File: config.mk
export PLATFORM = sky130hd
export DESIGN_NAME = prv_trap_ctrl_flat
export DESIGN_NICKNAME = d
export VERILOG_FILES = /design/src/rtl/prv_trap_ctrl_pkg.sv /design/src/rtl/prv_trap_ctrl_if.sv /design/src/rtl/prv_trap_ctrl_cause_prio.sv /design/src/rtl/prv_trap_ctrl.sv /design/src/flat_wrapper.sv
export SDC_FILE = /design/constraint.sdc
export NUM_CORES = 1
export LEC_CHECK = 0
export BUFFER_PORTS_ARGS = -buffer_cell sky130_fd_sc_hd__buf_2
export CAP_MARGIN = 0
export CORE_AREA = 10 10 175 177
export CTS_CLUSTER_DIAMETER = 60
export DETAILED_ROUTE_END_ITERATION = 10
export DIE_AREA = 0 0 185 187
export GPL_TIMING_DRIVEN = 0
export SLEW_MARGIN = 20
export SYNTH_ARGS = -nofsm -noshare
export SYNTH_HDL_FRONTEND = slang
export SYNTH_SLANG_ARGS = --single-unit
File: constraint.sdc
create_clock -name CLK -period 1.8 [get_ports CLK]
set_input_delay 0 -clock CLK [delete_from_list [all_inputs] [get_ports CLK]]
set_output_delay 0 -clock CLK [all_outputs]
set_load 0.01 [all_outputs]
File: src/rtl/prv_trap_ctrl_pkg.sv
`default_nettype none
// +----------------------------------------------------------------------+
// | Package    : machine_mode_types_pkg                                   |
// | Description: Shared machine-mode types: trap cause codes, trap FSM   |
// |              states, mip/mstatus bit positions, cause helper.        |
// | Revision   : 1.0 - initial release                                   |
// +----------------------------------------------------------------------+
package machine_mode_types_pkg;

  // Synchronous exception cause codes (mcause with interrupt bit clear)
  typedef enum logic [3:0] {
    EXC_MAL_INSN     = 4'd0,
    EXC_FAULT_INSN   = 4'd1,
    EXC_ILLEGAL_INSN = 4'd2,
    EXC_BREAKPOINT   = 4'd3,
    EXC_MAL_L        = 4'd4,
    EXC_FAULT_L      = 4'd5,
    EXC_MAL_S        = 4'd6,
    EXC_FAULT_S      = 4'd7,
    EXC_ENV_M        = 4'd11
  } exc_cause_e;

  // Interrupt cause codes (mcause with interrupt bit set)
  typedef enum logic [3:0] {
    INT_SOFT_M  = 4'd3,
    INT_TIMER_M = 4'd7,
    INT_EXT_M   = 4'd11
  } int_cause_e;

  typedef enum logic [2:0] {
    ST_IDLE   = 3'd0,
    ST_TRAP   = 3'd1,
    ST_VECTOR = 3'd2,
    ST_RET    = 3'd3,
    ST_RVEC   = 3'd4
  } trap_state_e;

  // mip / mie bit positions
  localparam int c_meip_idx = 11;
  localparam int c_msip_idx = 3;
  localparam int c_mtip_idx = 7;

  // mstatus bit positions
  localparam int c_mstatus_mie_idx  = 3;
  localparam int c_mstatus_mpie_idx = 7;
  localparam int c_mstatus_mpp_lo   = 11;

  // Only address-related exceptions carry a meaningful faulting address
  function automatic logic has_badaddr(input logic is_int, input logic [3:0] code);
    logic r;
    r = 1'b0;
    if (!is_int) begin
      case (code)
        EXC_MAL_INSN, EXC_FAULT_INSN, EXC_MAL_L,
        EXC_FAULT_L, EXC_MAL_S, EXC_FAULT_S: r = 1'b1;
        default:                             r = 1'b0;
      endcase
    end
    return r;
  endfunction

endpackage
`default_nettype wire

File: src/rtl/prv_trap_ctrl_if.sv
`default_nettype none
// +----------------------------------------------------------------------+
// | Interface  : csr_prv_if                                               |
// | Description: Link between the trap controller (prv) and the CSR      |
// |              regfile (csr): update strobes, next values, live CSRs.  |
// | Revision   : 1.0 - initial release                                   |
// +----------------------------------------------------------------------+
interface csr_prv_if #(
  parameter int XLEN = 32
);
  logic            mcause_rup;
  logic            mepc_rup;
  logic            mbadaddr_rup;
  logic            mstatus_rup;
  logic            mip_rup;
  logic [XLEN-1:0] mcause_next;
  logic [XLEN-1:0] mepc_next;
  logic [XLEN-1:0] mbadaddr_next;
  logic [XLEN-1:0] mstatus_next;
  logic [XLEN-1:0] mip_next;
  logic [XLEN-1:0] mepc;
  logic [XLEN-1:0] mie;
  logic [XLEN-1:0] mip;
  logic [XLEN-1:0] mcause;
  logic [XLEN-1:0] mstatus;

  modport prv (
    output mcause_rup, mepc_rup, mbadaddr_rup, mstatus_rup, mip_rup,
    output mcause_next, mepc_next, mbadaddr_next, mstatus_next, mip_next,
    input  mepc, mie, mip, mcause, mstatus
  );

  modport csr (
    input  mcause_rup, mepc_rup, mbadaddr_rup, mstatus_rup, mip_rup,
    input  mcause_next, mepc_next, mbadaddr_next, mstatus_next, mip_next,
    output mepc, mie, mip, mcause, mstatus
  );
endinterface
`default_nettype wire

File: src/rtl/prv_trap_ctrl_cause_prio.sv
`default_nettype none
// +----------------------------------------------------------------------+
// | Module     : prv_cause_prio                                           |
// | Description: Combinational trap priority encoder. Exceptions beat    |
// |              interrupts; interrupts ordered ext > soft > timer.      |
// | Revision   : 1.0 - initial release                                   |
// +----------------------------------------------------------------------+
module prv_cause_prio
  import machine_mode_types_pkg::*;
(
  input  logic       i_mal_insn,
  input  logic       i_fault_insn,
  input  logic       i_illegal_insn,
  input  logic       i_breakpoint,
  input  logic       i_env_m,
  input  logic       i_mal_l,
  input  logic       i_fault_l,
  input  logic       i_mal_s,
  input  logic       i_fault_s,
  input  logic       i_ext_pend,
  input  logic       i_soft_pend,
  input  logic       i_timer_pend,
  output logic       o_valid,
  output logic       o_is_int,
  output logic [3:0] o_code
);

  // Fixed-priority selection of the winning trap cause
  always_comb begin
    o_valid  = 1'b1;
    o_is_int = 1'b0;
    o_code   = 4'd0;
    if (i_breakpoint)        o_code = EXC_BREAKPOINT;
    else if (i_fault_insn)   o_code = EXC_FAULT_INSN;
    else if (i_mal_insn)     o_code = EXC_MAL_INSN;
    else if (i_illegal_insn) o_code = EXC_ILLEGAL_INSN;
    else if (i_env_m)        o_code = EXC_ENV_M;
    else if (i_mal_l)        o_code = EXC_MAL_L;
    else if (i_fault_l)      o_code = EXC_FAULT_L;
    else if (i_mal_s)        o_code = EXC_MAL_S;
    else if (i_fault_s)      o_code = EXC_FAULT_S;
    else if (i_ext_pend)   begin o_is_int = 1'b1; o_code = INT_EXT_M;   end
    else if (i_soft_pend)  begin o_is_int = 1'b1; o_code = INT_SOFT_M;  end
    else if (i_timer_pend) begin o_is_int = 1'b1; o_code = INT_TIMER_M; end
    else                     o_valid = 1'b0;
  end

endmodule
`default_nettype wire

File: src/rtl/prv_trap_ctrl.sv
`default_nettype none
// +----------------------------------------------------------------------+
// | Module     : prv_trap_ctrl                                            |
// | Description: Machine-mode trap controller. Takes exceptions and      |
// |              pending interrupts, writes the trap CSRs, redirects     |
// |              fetch to the trap vector; also performs mret.           |
// | Options    : PRV_VECTORED_INT_EN - interrupts vector to              |
// |              mtvec + 4*cause; exceptions always use mtvec.           |
// | Revision   : 1.0 - initial release                                   |
// +----------------------------------------------------------------------+
module prv_trap_ctrl
  import machine_mode_types_pkg::*;
#(
  parameter int XLEN = 32
) (
  input  logic            CLK,
  input  logic            nRST,
  csr_prv_if.prv          prv_if,
  input  logic [XLEN-1:0] mtvec,
  input  logic            mal_insn,
  input  logic            fault_insn,
  input  logic            illegal_insn,
  input  logic            breakpoint,
  input  logic            env_m,
  input  logic            mal_l,
  input  logic            fault_l,
  input  logic            mal_s,
  input  logic            fault_s,
  input  logic            mret,
  input  logic [XLEN-1:0] epc,
  input  logic [XLEN-1:0] badaddr,
  input  logic            ext_int,
  input  logic            soft_int,
  input  logic            timer_int,
  input  logic            pipe_stall,
  input  logic            fetch_ready,
  output logic            insert_pc,
  output logic [XLEN-1:0] priv_pc,
  output logic            pipe_clear
);

  trap_state_e     r_state;
  logic [2:0]      r_int_prev;      // {ext, soft, timer} seen last cycle
  logic [2:0]      w_int_lines;
  logic [2:0]      w_int_edges;
  logic [XLEN-1:0] w_edge_bits;
  logic            w_ext_pend;
  logic            w_soft_pend;
  logic            w_timer_pend;
  logic            w_ev_valid;
  logic            w_ev_is_int;
  logic [3:0]      w_ev_code;
  logic [XLEN-1:0] w_cause_word;
  logic [XLEN-1:0] w_trap_mstatus;
  logic [XLEN-1:0] w_ret_mstatus;
  logic [XLEN-1:0] w_vec_base;
  logic [XLEN-1:0] w_trap_pc;
  logic            w_unused;

  assign w_int_lines = {ext_int, soft_int, timer_int};
  assign w_int_edges = w_int_lines & ~r_int_prev;

  // Move each newly risen interrupt line onto its mip bit
  always_comb begin
    w_edge_bits              = '0;
    w_edge_bits[c_meip_idx]  = w_int_edges[2];
    w_edge_bits[c_msip_idx]  = w_int_edges[1];
    w_edge_bits[c_mtip_idx]  = w_int_edges[0];
  end

  assign w_ext_pend   = prv_if.mstatus[c_mstatus_mie_idx] & prv_if.mie[c_meip_idx] & prv_if.mip[c_meip_idx];
  assign w_soft_pend  = prv_if.mstatus[c_mstatus_mie_idx] & prv_if.mie[c_msip_idx] & prv_if.mip[c_msip_idx];
  assign w_timer_pend = prv_if.mstatus[c_mstatus_mie_idx] & prv_if.mie[c_mtip_idx] & prv_if.mip[c_mtip_idx];

  prv_cause_prio u_cause_prio (
    .i_mal_insn     (mal_insn),
    .i_fault_insn   (fault_insn),
    .i_illegal_insn (illegal_insn),
    .i_breakpoint   (breakpoint),
    .i_env_m        (env_m),
    .i_mal_l        (mal_l),
    .i_fault_l      (fault_l),
    .i_mal_s        (mal_s),
    .i_fault_s      (fault_s),
    .i_ext_pend     (w_ext_pend),
    .i_soft_pend    (w_soft_pend),
    .i_timer_pend   (w_timer_pend),
    .o_valid        (w_ev_valid),
    .o_is_int       (w_ev_is_int),
    .o_code         (w_ev_code)
  );

  assign w_cause_word = {w_ev_is_int, {(XLEN-5){1'b0}}, w_ev_code};

  // mstatus images for trap entry (stack mie, enter M) and for mret (unstack)
  always_comb begin
    w_trap_mstatus                            = prv_if.mstatus;
    w_trap_mstatus[c_mstatus_mpie_idx]        = prv_if.mstatus[c_mstatus_mie_idx];
    w_trap_mstatus[c_mstatus_mie_idx]         = 1'b0;
    w_trap_mstatus[c_mstatus_mpp_lo +: 2]     = 2'b11;
    w_ret_mstatus                             = prv_if.mstatus;
    w_ret_mstatus[c_mstatus_mie_idx]          = prv_if.mstatus[c_mstatus_mpie_idx];
    w_ret_mstatus[c_mstatus_mpie_idx]         = 1'b1;
  end

  assign w_vec_base = {mtvec[XLEN-1:2], 2'b00};

  // Trap target is resolved in TRAP from the cause already latched in mcause_next
`ifdef PRV_VECTORED_INT_EN
  assign w_trap_pc = prv_if.mcause_next[XLEN-1]
                   ? (w_vec_base + {prv_if.mcause_next[XLEN-3:0], 2'b00})
                   : w_vec_base;
`else
  assign w_trap_pc = w_vec_base;
`endif

  assign w_unused = ^{prv_if.mcause, prv_if.mstatus, prv_if.mie, prv_if.mip, mtvec[1:0]};

  // Trap/return sequencer with interrupt edge latching; all outputs registered
  always_ff @(posedge CLK or negedge nRST) begin
    if (!nRST) begin
      r_state              <= ST_IDLE;
      r_int_prev           <= '0;
      prv_if.mcause_rup    <= 1'b0;
      prv_if.mepc_rup      <= 1'b0;
      prv_if.mbadaddr_rup  <= 1'b0;
      prv_if.mstatus_rup   <= 1'b0;
      prv_if.mip_rup       <= 1'b0;
      prv_if.mcause_next   <= '0;
      prv_if.mepc_next     <= '0;
      prv_if.mbadaddr_next <= '0;
      prv_if.mstatus_next  <= '0;
      prv_if.mip_next      <= '0;
      insert_pc            <= 1'b0;
      pipe_clear           <= 1'b0;
      priv_pc              <= '0;
    end else begin
      r_int_prev          <= w_int_lines;
      prv_if.mip_rup      <= |w_int_edges;
      if (|w_int_edges) begin
        prv_if.mip_next <= prv_if.mip | w_edge_bits;
      end
      prv_if.mcause_rup   <= 1'b0;
      prv_if.mepc_rup     <= 1'b0;
      prv_if.mbadaddr_rup <= 1'b0;
      prv_if.mstatus_rup  <= 1'b0;
      case (r_state)
        ST_IDLE: begin
          if (!pipe_stall && w_ev_valid) begin
            r_state              <= ST_TRAP;
            prv_if.mcause_rup    <= 1'b1;
            prv_if.mepc_rup      <= 1'b1;
            prv_if.mstatus_rup   <= 1'b1;
            prv_if.mbadaddr_rup  <= has_badaddr(w_ev_is_int, w_ev_code);
            prv_if.mcause_next   <= w_cause_word;
            prv_if.mepc_next     <= epc;
            prv_if.mbadaddr_next <= badaddr;
            prv_if.mstatus_next  <= w_trap_mstatus;
            pipe_clear           <= 1'b1;
          end else if (!pipe_stall && mret) begin
            r_state             <= ST_RET;
            prv_if.mstatus_rup  <= 1'b1;
            prv_if.mstatus_next <= w_ret_mstatus;
          end
        end
        ST_TRAP: begin
          r_state    <= ST_VECTOR;
          insert_pc  <= 1'b1;
          pipe_clear <= 1'b1;
          priv_pc    <= w_trap_pc;
        end
        ST_RET: begin
          r_state    <= ST_RVEC;
          insert_pc  <= 1'b1;
          pipe_clear <= 1'b1;
          priv_pc    <= prv_if.mepc;
        end
        ST_VECTOR, ST_RVEC: begin
          if (fetch_ready) begin
            r_state    <= ST_IDLE;
            insert_pc  <= 1'b0;
            pipe_clear <= 1'b0;
          end
        end
        default: begin
          r_state    <= ST_IDLE;
          insert_pc  <= 1'b0;
          pipe_clear <= 1'b0;
        end
      endcase
    end
  end

endmodule
`default_nettype wire

File: src/flat_wrapper.sv
// flat-port wrapper written by rule: the top's interface ports become plain ports
module prv_trap_ctrl_flat import machine_mode_types_pkg::*;
#(
  parameter int XLEN = 32
)
  (CLK, nRST, mtvec, mal_insn, fault_insn, illegal_insn, breakpoint, env_m, mal_l, fault_l, mal_s, fault_s, mret, epc, badaddr, ext_int, soft_int, timer_int, pipe_stall, fetch_ready, insert_pc, priv_pc, pipe_clear, prv_if_mcause_rup, prv_if_mepc_rup, prv_if_mbadaddr_rup, prv_if_mstatus_rup, prv_if_mip_rup, prv_if_mcause_next, prv_if_mepc_next, prv_if_mbadaddr_next, prv_if_mstatus_next, prv_if_mip_next, prv_if_mepc, prv_if_mie, prv_if_mip, prv_if_mcause, prv_if_mstatus);
  csr_prv_if #(.XLEN(XLEN)) prv_if_i ();
  input  logic CLK;
  input  logic nRST;
  input  logic [XLEN-1:0] mtvec;
  input  logic mal_insn;
  input  logic fault_insn;
  input  logic illegal_insn;
  input  logic breakpoint;
  input  logic env_m;
  input  logic mal_l;
  input  logic fault_l;
  input  logic mal_s;
  input  logic fault_s;
  input  logic mret;
  input  logic [XLEN-1:0] epc;
  input  logic [XLEN-1:0] badaddr;
  input  logic ext_int;
  input  logic soft_int;
  input  logic timer_int;
  input  logic pipe_stall;
  input  logic fetch_ready;
  output logic insert_pc;
  output logic [XLEN-1:0] priv_pc;
  output logic pipe_clear;
  output wire logic [$bits(prv_if_i.mcause_rup)-1:0] prv_if_mcause_rup;
  output wire logic [$bits(prv_if_i.mepc_rup)-1:0] prv_if_mepc_rup;
  output wire logic [$bits(prv_if_i.mbadaddr_rup)-1:0] prv_if_mbadaddr_rup;
  output wire logic [$bits(prv_if_i.mstatus_rup)-1:0] prv_if_mstatus_rup;
  output wire logic [$bits(prv_if_i.mip_rup)-1:0] prv_if_mip_rup;
  output wire logic [$bits(prv_if_i.mcause_next)-1:0] prv_if_mcause_next;
  output wire logic [$bits(prv_if_i.mepc_next)-1:0] prv_if_mepc_next;
  output wire logic [$bits(prv_if_i.mbadaddr_next)-1:0] prv_if_mbadaddr_next;
  output wire logic [$bits(prv_if_i.mstatus_next)-1:0] prv_if_mstatus_next;
  output wire logic [$bits(prv_if_i.mip_next)-1:0] prv_if_mip_next;
  input wire logic [$bits(prv_if_i.mepc)-1:0] prv_if_mepc;
  input wire logic [$bits(prv_if_i.mie)-1:0] prv_if_mie;
  input wire logic [$bits(prv_if_i.mip)-1:0] prv_if_mip;
  input wire logic [$bits(prv_if_i.mcause)-1:0] prv_if_mcause;
  input wire logic [$bits(prv_if_i.mstatus)-1:0] prv_if_mstatus;
  assign prv_if_mcause_rup = prv_if_i.mcause_rup;
  assign prv_if_mepc_rup = prv_if_i.mepc_rup;
  assign prv_if_mbadaddr_rup = prv_if_i.mbadaddr_rup;
  assign prv_if_mstatus_rup = prv_if_i.mstatus_rup;
  assign prv_if_mip_rup = prv_if_i.mip_rup;
  assign prv_if_mcause_next = prv_if_i.mcause_next;
  assign prv_if_mepc_next = prv_if_i.mepc_next;
  assign prv_if_mbadaddr_next = prv_if_i.mbadaddr_next;
  assign prv_if_mstatus_next = prv_if_i.mstatus_next;
  assign prv_if_mip_next = prv_if_i.mip_next;
  assign prv_if_i.mepc = prv_if_mepc;
  assign prv_if_i.mie = prv_if_mie;
  assign prv_if_i.mip = prv_if_mip;
  assign prv_if_i.mcause = prv_if_mcause;
  assign prv_if_i.mstatus = prv_if_mstatus;
  prv_trap_ctrl #(.XLEN(XLEN)) u_core (.CLK(CLK), .nRST(nRST), .prv_if(prv_if_i), .mtvec(mtvec), .mal_insn(mal_insn), .fault_insn(fault_insn), .illegal_insn(illegal_insn), .breakpoint(breakpoint), .env_m(env_m), .mal_l(mal_l), .fault_l(fault_l), .mal_s(mal_s), .fault_s(fault_s), .mret(mret), .epc(epc), .badaddr(badaddr), .ext_int(ext_int), .soft_int(soft_int), .timer_int(timer_int), .pipe_stall(pipe_stall), .fetch_ready(fetch_ready), .insert_pc(insert_pc), .priv_pc(priv_pc), .pipe_clear(pipe_clear));
endmodule
==> flow_summary.yaml, run 1 <==
detailed_routing:
  firstDrtPassIters: 4
  first_iter_violations: 159
  drt-wirelength-per-cell_um: 18.2
  num_vias: 6549
  finalWirelength_um: 27800
  ant_nets: 0
  vias_per_cell: 4.29
  post-route-drc-count: 0
final_layout:
  fin_cells: 1528
  fin_nets: 1437
  fillers: 2461
  ff_latch_area_um2: 4430
  drive_gt1_frac: 0.506
  area_growth_pct: 71.4
  multiInputGateArea_um2: 2690
critical_path:
  crit_chain: "nor3_2, nand2b_1, a21oi_4, buf_6, mux2_4"
  arrival_ns: 2.04
  crit_slowest_cell: "dfrtp_2"
  rr_worst_depth: 5
  crit_buf_inv: 1
  worstSetupPathType: "reg -> reg"
  crit_required_ns: 2.10
  r2r_end: "u_core.prv_if.mstatus_next[4]"
  cp_max_fo: 10
  start_kind: "register"
  rr_startpoint: "u_core.r_state[2]"
  r2r_setup_slack_ns: 0.07
  crit_family: "flip-flops"
  crit_cells: 5
  slowest_delay_ns: 0.48
  cp-end-kind: "register"
yosys:
  ys_seq_area_frac: 0.602
  synth_area_leaders: "dfrtp_1 60%, mux2_2 15%, mux2_4 5.1%, mux2i_1 4.4%, buf_4 3.6%"
  synth_ff_type: "dfrtp_1"
  netlist_instances: 531
  synth.distinct_cells: 40
  synth_edf_count: 0
  synth_warnings: 0
  synth_area_leader_cell: "dfrtp_1"
  synth_top_area_share: 0.602
  avgSynthCellArea_um2: 13.8
  async_flop_share: 1.00
  post-synth-top-count-cell: "dfrtp_1"
  syn-cell-area_um2: 7350
  synthTopCellsByCount: "177 x dfrtp_1, 98 x mux2_2, 41 x o21ai_0"
  ys_ff_latch: 177
pwr:
  sw_frac_of_total: 0.354
  leakage_nw: 6.19
  comb_power_share: 0.415
  p_int_w: 0.0116
  p_sw_w: 0.00634
  seq_power_share: 0.363
  p_per_area_nw_per_um2: 1420
  ir_drop_uv: 563
  p_clk_frac: 0.222
floorplan:
  die_w_um: 185
  start_util: 0.269
  ios: 472
  die-area_um2: 34600
  coreArea_um2: 27300
  die_y_um: 187
  rows: 61
timing:
  finalHoldViolations: 0
  worst_slew_pin_slew_ns: 0.583
  maxSlewViolCount: 0
  period_share: 0.962
  max_freq_mhz: 577
  fin_crit_ns: 1.73
  relSlewSlack: 0.611
  setup_viol: 0
  skew_ns: 0.0108
  rsz0062_at_grt: "no"
  tns_ns: 0
min_path:
  worstHoldStart: "fault_l"
  hold-path-cell-count: 4
  hp-class: "in -> reg"
  hold_end: "u_core.prv_if.mcause_next[1]"
run_status:
  status: "completed"
placement:
  dpl.cell_count: 1286
  hpwl_um: 19900
  port-buffer-count: 381
  place_congestion: 0.750
cts:
  clockBufferDepth: 2
  clkTransAtPathRegs_ns: 0.07
  clockRootBuffer: "clkbuf_16"
  clock_sinks: 177
  clock_latency_ns: 0.42
  htreeDepth: 4
  cts-buffers-inserted: 17
  cts_tree: "built"
global_route:
  grt_pass1_wl_um: 43200
  overflow: 0
  grtUsageTotal: 0.158
  grt_max_degree: 81
  grt_antenna_before_repair: 6
  first_global_vias: 7590
job:
  cap_violations: 0
[power by group through the flow]
stage               sequential [W]  clock, W  combinational [W]
floorplan                  0.00730         0            0.00312
global placement           0.00643         0            0.00691
detailed placement         0.00650         0            0.00700
CTS                        0.00646   0.00410            0.00744
global route               0.00671   0.00427            0.00803
finish                     0.00650   0.00397            0.00742
[cells in the final DEF, fill, tap and decap left out, types with 5 or more instances in the layout]
| master | Yosys | layout |
|---|---|---|
| buf_4 | 35 | 38 |
| a21oi_1 | 7 | 7 |
| nand3_1 | 6 | 6 |
| mux2_2 | 98 | 98 |
| dfrtp_1 | 177 | 176 |
| nand2_1 | 36 | 36 |
| inv_1 | 6 | 6 |
| clkbuf_2 | 0 | 7 |
| clkbuf_16 | 0 | 17 |
| dlygate4sd3_1 | 0 | 203 |
| diode_2 | 0 | 5 |
| nor2_1 | 9 | 9 |
| conb_1 | 1 | 27 |
| buf_2 | 2 | 382 |
| mux2_4 | 25 | 25 |
| nor3_1 | 6 | 5 |
| nand2b_1 | 5 | 5 |
| mux2i_1 | 32 | 32 |
| o21ai_0 | 41 | 40 |
[through the flow]
step                      hold WS [ns]  setup WS, ns  area [µm²]  power [W]   util
after floorplan                 -0.296         0.124        7450     0.0104      -
after global placement           0.128         -2.26        9790     0.0133  0.358
after detailed placement       -0.0886        -0.750        9850     0.0135  0.361
after CTS                      0.00534       -0.0294       12600     0.0180  0.460
after global routing            0.0427        0.0186       12600     0.0190  0.461
final                           0.0165        0.0681       12600     0.0179  0.461
[tightest hold or removal path, cell delays in order]
cell and delay [ns]:
buf_2 0.12, o21ai_0 0.09, o221ai_1 0.10, mux2i_1 0.08
[what timing repair did]
action | in CTS | in global routing
endpoints found under the hold margin | 349 | 0
buffers inserted | 2 | 0
hold buffers | 203 | 0
pin swaps | 0 | 1
resized for setup | 10 | 13
endpoints found under the setup margin | 141 | 127
[sequential cells by signal, summed over array words and instances, names as in the netlist]
| register | count |
|---|---|
| u_core.prv_if.mbadaddr_rup | 1 |
| u_core.prv_if.mbadaddr_next | 32 |
| u_core.prv_if.mcause_next | 5 |
| u_core.r_int_prev | 3 |
| u_core.r_state | 3 |
| u_core.priv_pc | 32 |
| u_core.prv_if.mepc_next | 32 |
| u_core.pipe_clear | 1 |
| u_core.prv_if.mip_next | 32 |
| u_core.insert_pc | 1 |
| u_core.prv_if.mip_rup | 1 |
| u_core.prv_if.mcause_rup | 1 |
| u_core.prv_if.mstatus_next | 32 |
| u_core.prv_if.mstatus_rup | 1 |
[layout make-up]
class | count | share of cell area
diodes | 5 | 0.000993
clock buffers | 18 | 0.0348
inverters | 6 | 0.00179
flip-flops and latches | 177 | 0.351
repair buffers | 588 | 0.319
plain buffers | 52 | 0.0296
multi-input cells | 322 | 0.213
well taps | 346 | 0.0343
clock inverters | 14 | 0.0151
[metal layers]
| metal | track usage | part of all wire | wire length (µm) |
|---|---|---|---|
| met1 | 0.170 | 0.37 | 10400 |
| met2 | 0.280 | 0.52 | 14300 |
| met3 | 0.0524 | 0.080 | 2230 |
| met4 | 0.0594 | 0.029 | 797 |
| met5 | 0 | 0.00047 | 13 |
[cell families after synthesis]
kind of cell    Yosys count  synth area share
simple gates             74            0.0485
mux                     155             0.245
other cells               1          0.000510
buf+inv                  58            0.0509
compound gates           66            0.0529
flops                   177             0.602
[worst max path at each step]
| stage | start | to |
|---|---|---|
| floorplan | u_core.r_state[2] | u_core.prv_if.mstatus_next[0] |
| global placement | nRST | u_core.priv_pc[23] |
| detailed placement | prv_if_mip[11] | u_core.prv_if.mbadaddr_next[27] |
| global route | u_core.r_state[1] | u_core.priv_pc[31] |
| CTS | u_core.r_state[2] | u_core.priv_pc[8] |
| finish | u_core.r_state[2] | u_core.prv_if.mstatus_next[4] |
Power figures use the tool's default switching activity.
==> inputs of run 2 (changes only) <==
--- a/config.mk
+++ b/config.mk
@@ -7,7 +7,7 @@
 export LEC_CHECK = 0
 export BUFFER_PORTS_ARGS = -buffer_cell sky130_fd_sc_hd__buf_2
 export CAP_MARGIN = 0
-export CORE_AREA = 10 10 175 177
+export CORE_AREA = 2 2 183 185
 export CTS_CLUSTER_DIAMETER = 60
 export DETAILED_ROUTE_END_ITERATION = 10
 export DIE_AREA = 0 0 185 187
==> flow_summary.yaml, run 2 (synthesized netlist as in run 1, its figures left out) <==
run_status:
  status: "completed"
min_path:
  hp-class: "in -> reg"
  worstHoldStart: "breakpoint"
final_layout:
  layout.cells.most_common: "buf_2"
  layout_common_cells: "382 x buf_2, 200 x dlygate4sd3_1, 176 x dfrtp_1"
  drive_gt1_frac: 0.505
  antenna_cells: 0
  multiInputGateArea_um2: 2690
  fin_nets: 1434
  ff_latch_area_um2: 4430
  fillers: 3169
  fin_cells: 1621
  area_growth_pct: 71.8
detailed_routing:
  post-route-drc-count: 0
  finalWirelength_um: 24900
  firstDrtPassIters: 4
  num_vias: 6509
  first_iter_violations: 114
  drt-wirelength-per-cell_um: 15.3
  ant_nets: 0
  vias_per_cell: 4.02
global_route:
  grt_max_degree: 94
  grt_pass1_wl_um: 38100
  first_global_vias: 7058
  overflow: 0
  grtUsageTotal: 0.144
  grt_antenna_before_repair: 0
pwr:
  seq_power_share: 0.375
  p_int_w: 0.0114
  sw_frac_of_total: 0.346
  p_per_area_nw_per_um2: 1380
  leakage_nw: 6.13
  p_clk_frac: 0.206
  p_sw_w: 0.00604
  ir_drop_uv: 641
  comb_power_share: 0.419
timing:
  fin_crit_ns: 1.74
  relSlewSlack: 0.417
  setup_viol: 0
  skew_ns: 0.0128
  worst_slew_pin_slew_ns: 0.865
  max_freq_mhz: 576
  period_share: 0.964
  rsz0062_at_grt: "yes"
  setup_slack_ns: 0.0647
  finalHoldViolations: 0
  maxSlewViolCount: 0
critical_path:
  rr_worst_depth: 4
  crit_path_end: "u_core.priv_pc[5]"
  cp_max_fo: 10
  crit_required_ns: 2.11
  crit_start: "u_core.r_state[1]"
  cp-end-kind: "register"
  r2r_end: "u_core.priv_pc[5]"
  arrival_ns: 2.04
  start_kind: "register"
  worstSetupPathType: "reg -> reg"
  r2r_setup_slack_ns: 0.06
  rr_startpoint: "u_core.r_state[1]"
placement:
  port-buffer-count: 381
  hpwl_um: 16800
  dpl.cell_count: 1387
  place_congestion: 0.760
  post-place-ws_ns: -0.821
cts:
  htreeDepth: 4
  cts-buffers-inserted: 17
  clock_sinks: 177
  clkTransAtPathRegs_ns: 0.07
  cts_tree: "built"
  clock_latency_ns: 0.44
  clockBufferDepth: 2
  clockRootBuffer: "clkbuf_16"
floorplan:
  die-area_um2: 34600
  coreArea_um2: 32900
  start_util: 0.224
  die_y_um: 187
  ios: 472
  die_w_um: 185
  rows: 67
job:
  cap_violations: 0
run 2: repair_timing:
action                                  4_1_cts  5_1_grt
endpoints found under the setup margin      148      127
gates resized for setup                      17        8
hold buffers                                200        0
hold endpoints to repair                    255        0
buffers inserted                              3        0
run 2: power groups by stage:
stage               logic, W  registers (W)  clock network [W]
floorplan            0.00312        0.00730                  0
global placement     0.00674        0.00650                  0
detailed placement   0.00681        0.00655                  0
CTS                  0.00733        0.00653            0.00377
global route         0.00793        0.00675            0.00392
finish               0.00731        0.00654            0.00359
run 2: layout make-up:
class,instances,share of cell area
Sequential cell,177,0.351
Timing Repair Buffer,585,0.315
Clock inverter,11,0.00852
Multi-Input combinational cell,322,0.213
Buffer,52,0.0314
Tap cell,448,0.0444
Inverter,6,0.00178
Clock buffer,20,0.0354
run 2: critical path, cell delays in order, from the launching register on:
cell and delay (ns):
dfrtp_1 0.45, buf_4 0.25, mux2i_1 0.24, dlygate4sd3_1 0.58, o21ai_0 0.07
run 2: how the worst min path moves through the flow:
stage,depth (start not counted),endpoint,slack [ns]
detailed placement,1,u_core.prv_if.mip_next[25],0.04
finish,3,u_core.prv_if.mcause_next[3],0.0008
CTS,3,u_core.prv_if.mcause_next[3],0.006
global route,3,u_core.prv_if.mcause_next[3],0.02
global placement,1,u_core.r_int_prev[1],0.13
floorplan,0,u_core.insert_pc,-0.30
run 2: layer usage:
layer / track usage / routed length (µm)
met1: 0.155 / 9680
met5: 0 / 0
met4: 0.0598 / 795
met2: 0.260 / 12600
met3: 0.0458 / 1820
run 2: stage by stage:
stage / total power (W) / instance area, µm² / util / setup TNS, ns / hold slack, ns
finish: 0.0174 / 12600 / 0.384 / 0 / 0.000841
global placement: 0.0132 / 9920 / 0.302 / -450.35 / 0.128
global route: 0.0186 / 12600 / 0.384 / -1.91 / 0.0229
floorplan: 0.0104 / 7450 / - / 0 / -0.296
detailed placement: 0.0134 / 9950 / 0.303 / -58.99 / 0.0418
CTS: 0.0176 / 12600 / 0.384 / 0 / 0.00623
==> inputs of run 3 (changes only) <==
--- a/config.mk
+++ b/config.mk
@@ -5,7 +5,7 @@
 export SDC_FILE = /design/constraint.sdc
 export NUM_CORES = 1
 export LEC_CHECK = 0
-export BUFFER_PORTS_ARGS = -buffer_cell sky130_fd_sc_hd__buf_2
+export BUFFER_PORTS_ARGS = -buffer_cell sky130_fd_sc_hd__buf_4
 export CAP_MARGIN = 0
 export CORE_AREA = 2 2 183 185
 export CTS_CLUSTER_DIAMETER = 60
==> flow_summary.yaml, run 3 (synthesized netlist as in run 1, its figures left out) <==
timing:
  relSlewSlack: 0.438
  skew_ns: 0.00780
  finalHoldViolations: 0
  rsz0062_at_grt: "yes"
  setup_viol: 0
  max_freq_mhz: 577
  maxSlewViolCount: 0
  period_share: 0.963
  worst_slew_pin_slew_ns: 0.834
  fin_crit_ns: 1.73
detailed_routing:
  first_iter_violations: 141
  num_vias: 6618
  vias_per_cell: 4.06
  finalWirelength_um: 25500
  ant_nets: 0
  post-route-drc-count: 0
  drt-wirelength-per-cell_um: 15.7
  firstDrtPassIters: 4
pwr:
  ir_drop_uv: 689
  p_int_w: 0.0128
  p_per_area_nw_per_um2: 1390
  comb_power_share: 0.438
  p_clk_frac: 0.213
  seq_power_share: 0.348
  leakage_nw: 6.54
  p_sw_w: 0.00624
  sw_frac_of_total: 0.328
global_route:
  grt_antenna_before_repair: 0
  overflow: 0
  grt_pass1_wl_um: 39500
  first_global_vias: 7116
  grt_max_degree: 67
  grtUsageTotal: 0.149
final_layout:
  fin_nets: 1441
  area_growth_pct: 86.8
  layout_common_cells: "415 x buf_4, 205 x dlygate4sd3_1, 176 x dfrtp_1"
  fin_util: 0.418
  antenna_cells: 0
  drive_gt1_frac: 0.506
  layout.cells.most_common: "buf_4"
  fin_area_um2: 13700
critical_path:
  arrival_ns: 2.06
  crit_slowest_cell: "dfrtp_2"
  worstSetupPathType: "reg -> reg"
  cp-end-kind: "register"
  crit_chain: "nor3_2, nand2b_1, a21oi_4, buf_12, buf_8, mux2_4"
  slowest_delay_ns: 0.46
  start_kind: "register"
  cp_max_fo: 10
  crit_required_ns: 2.12
job:
  cap_violations: 0
placement:
  hpwl_um: 17900
  port-buffer-count: 381
  place_congestion: 0.758
  postPlaceCellArea_um2: 10900
cts:
  clockRootBuffer: "clkbuf_16"
  clockBufferDepth: 2
  clock_latency_ns: 0.44
  clock_sinks: 177
  clkTransAtPathRegs_ns: 0.07
  htreeDepth: 4
  cts-buffers-inserted: 17
  cts_tree: "built"
floorplan:
  ios: 472
  die_y_um: 187
  die-area_um2: 34600
  rows: 67
  coreArea_um2: 32900
  die_w_um: 185
  start_util: 0.224
min_path:
  hp-class: "in -> reg"
run_status:
  status: "completed"
run 3: cell types whose count changed in the layout (fill, tap and decap cells not counted), sizes merged:
cell / change
inv: +3
clkinvlp: -4
clkbuf: -4
bufinv: +3
clkinv: +2
dlygate4sd3: +5
buf: +3
run 3: power groups by stage:
stage / Sequential (W) / Combinational (W) / Clock (W)
2_1_floorplan: 0.00730 / 0.00312 / 0
3_3_place_gp: 0.00658 / 0.00779 / 0
3_5_place_dp: 0.00665 / 0.00787 / 0
4_1_cts: 0.00662 / 0.00838 / 0.00422
5_1_grt: 0.00684 / 0.00903 / 0.00438
6_report: 0.00663 / 0.00834 / 0.00406
run 3: critical path: cells and delay by family (launching register included):
kind                   cells  cell delay, ns
muxes                      1            0.31
and+or+nand+nor            2            0.37
AOI/OAI and AO/OA          1            0.16
DFF                        1            0.46
buffers and inverters      2            0.30
run 3: cell type report:
| type | instances | area, µm² |
|---|---|---|
| inverter | 6 | 22.5 |
| clock buffer | 17 | 425 |
| tap | 448 | 561 |
| multi-input combinational | 322 | 2690 |
| timing repair buffer | 592 | 5020 |
| buffer | 52 | 389 |
| clock inverter | 15 | 204 |
| sequential | 177 | 4430 |
| fill | 3069 | 19100 |
run 3: routing by layer:
metal	track usage	wire length [µm]	vias up
met3	0.0454	1860	34
met5	0	0	-
met2	0.272	13400	272
met1	0.161	9780	3223
met4	0.0559	546	0
li1	-	-	3089
run 3: final timing paths:
| kind | slack [ns] | end | start | depth (start not counted) |
|---|---|---|---|---|
| worst max-delay path | 0.07 | u_core.prv_if.mstatus_next[25] | u_core.r_state[2] | 6 |
| worst min-delay path | 0.05 | u_core.prv_if.mcause_next[0] | breakpoint | 3 |
| worst max register to register | 0.07 | u_core.prv_if.mstatus_next[25] | u_core.r_state[2] | 6 |
| worst min register to register | 0.48 | u_core.priv_pc[20] | u_core.priv_pc[20] | 2 |
| max in group asynchronous | 0.70 | u_core.prv_if.mbadaddr_next[17] | nRST | 4 |
| min in group asynchronous | 0.07 | u_core.prv_if.mip_next[25] | nRST | 2 |
run 3: timing repair:
item                                    in CTS  in global routing
hold buffers                               205                  0
hold endpoints to repair                   289                  0
pin swaps                                    0                  1
resized for setup                           13                 12
setup buffers                                3                  1
endpoints found under the setup margin     144                124
run 3: metrics by stage:
step	setup slack, ns	instances	total power (W)	setup TNS, ns	hold WS (ns)
global placement	-0.767	1386	0.0144	-137.11	0.122
floorplan	0.124	557	0.0104	0	-0.296
global route	-0.0479	1629	0.0202	-1.06	0.0248
detailed placement	-0.817	1388	0.0145	-59.06	-0.0560
CTS	-0.0266	1628	0.0192	-0.264	0.00620
finish	0.0666	1629	0.0190	0	0.0483
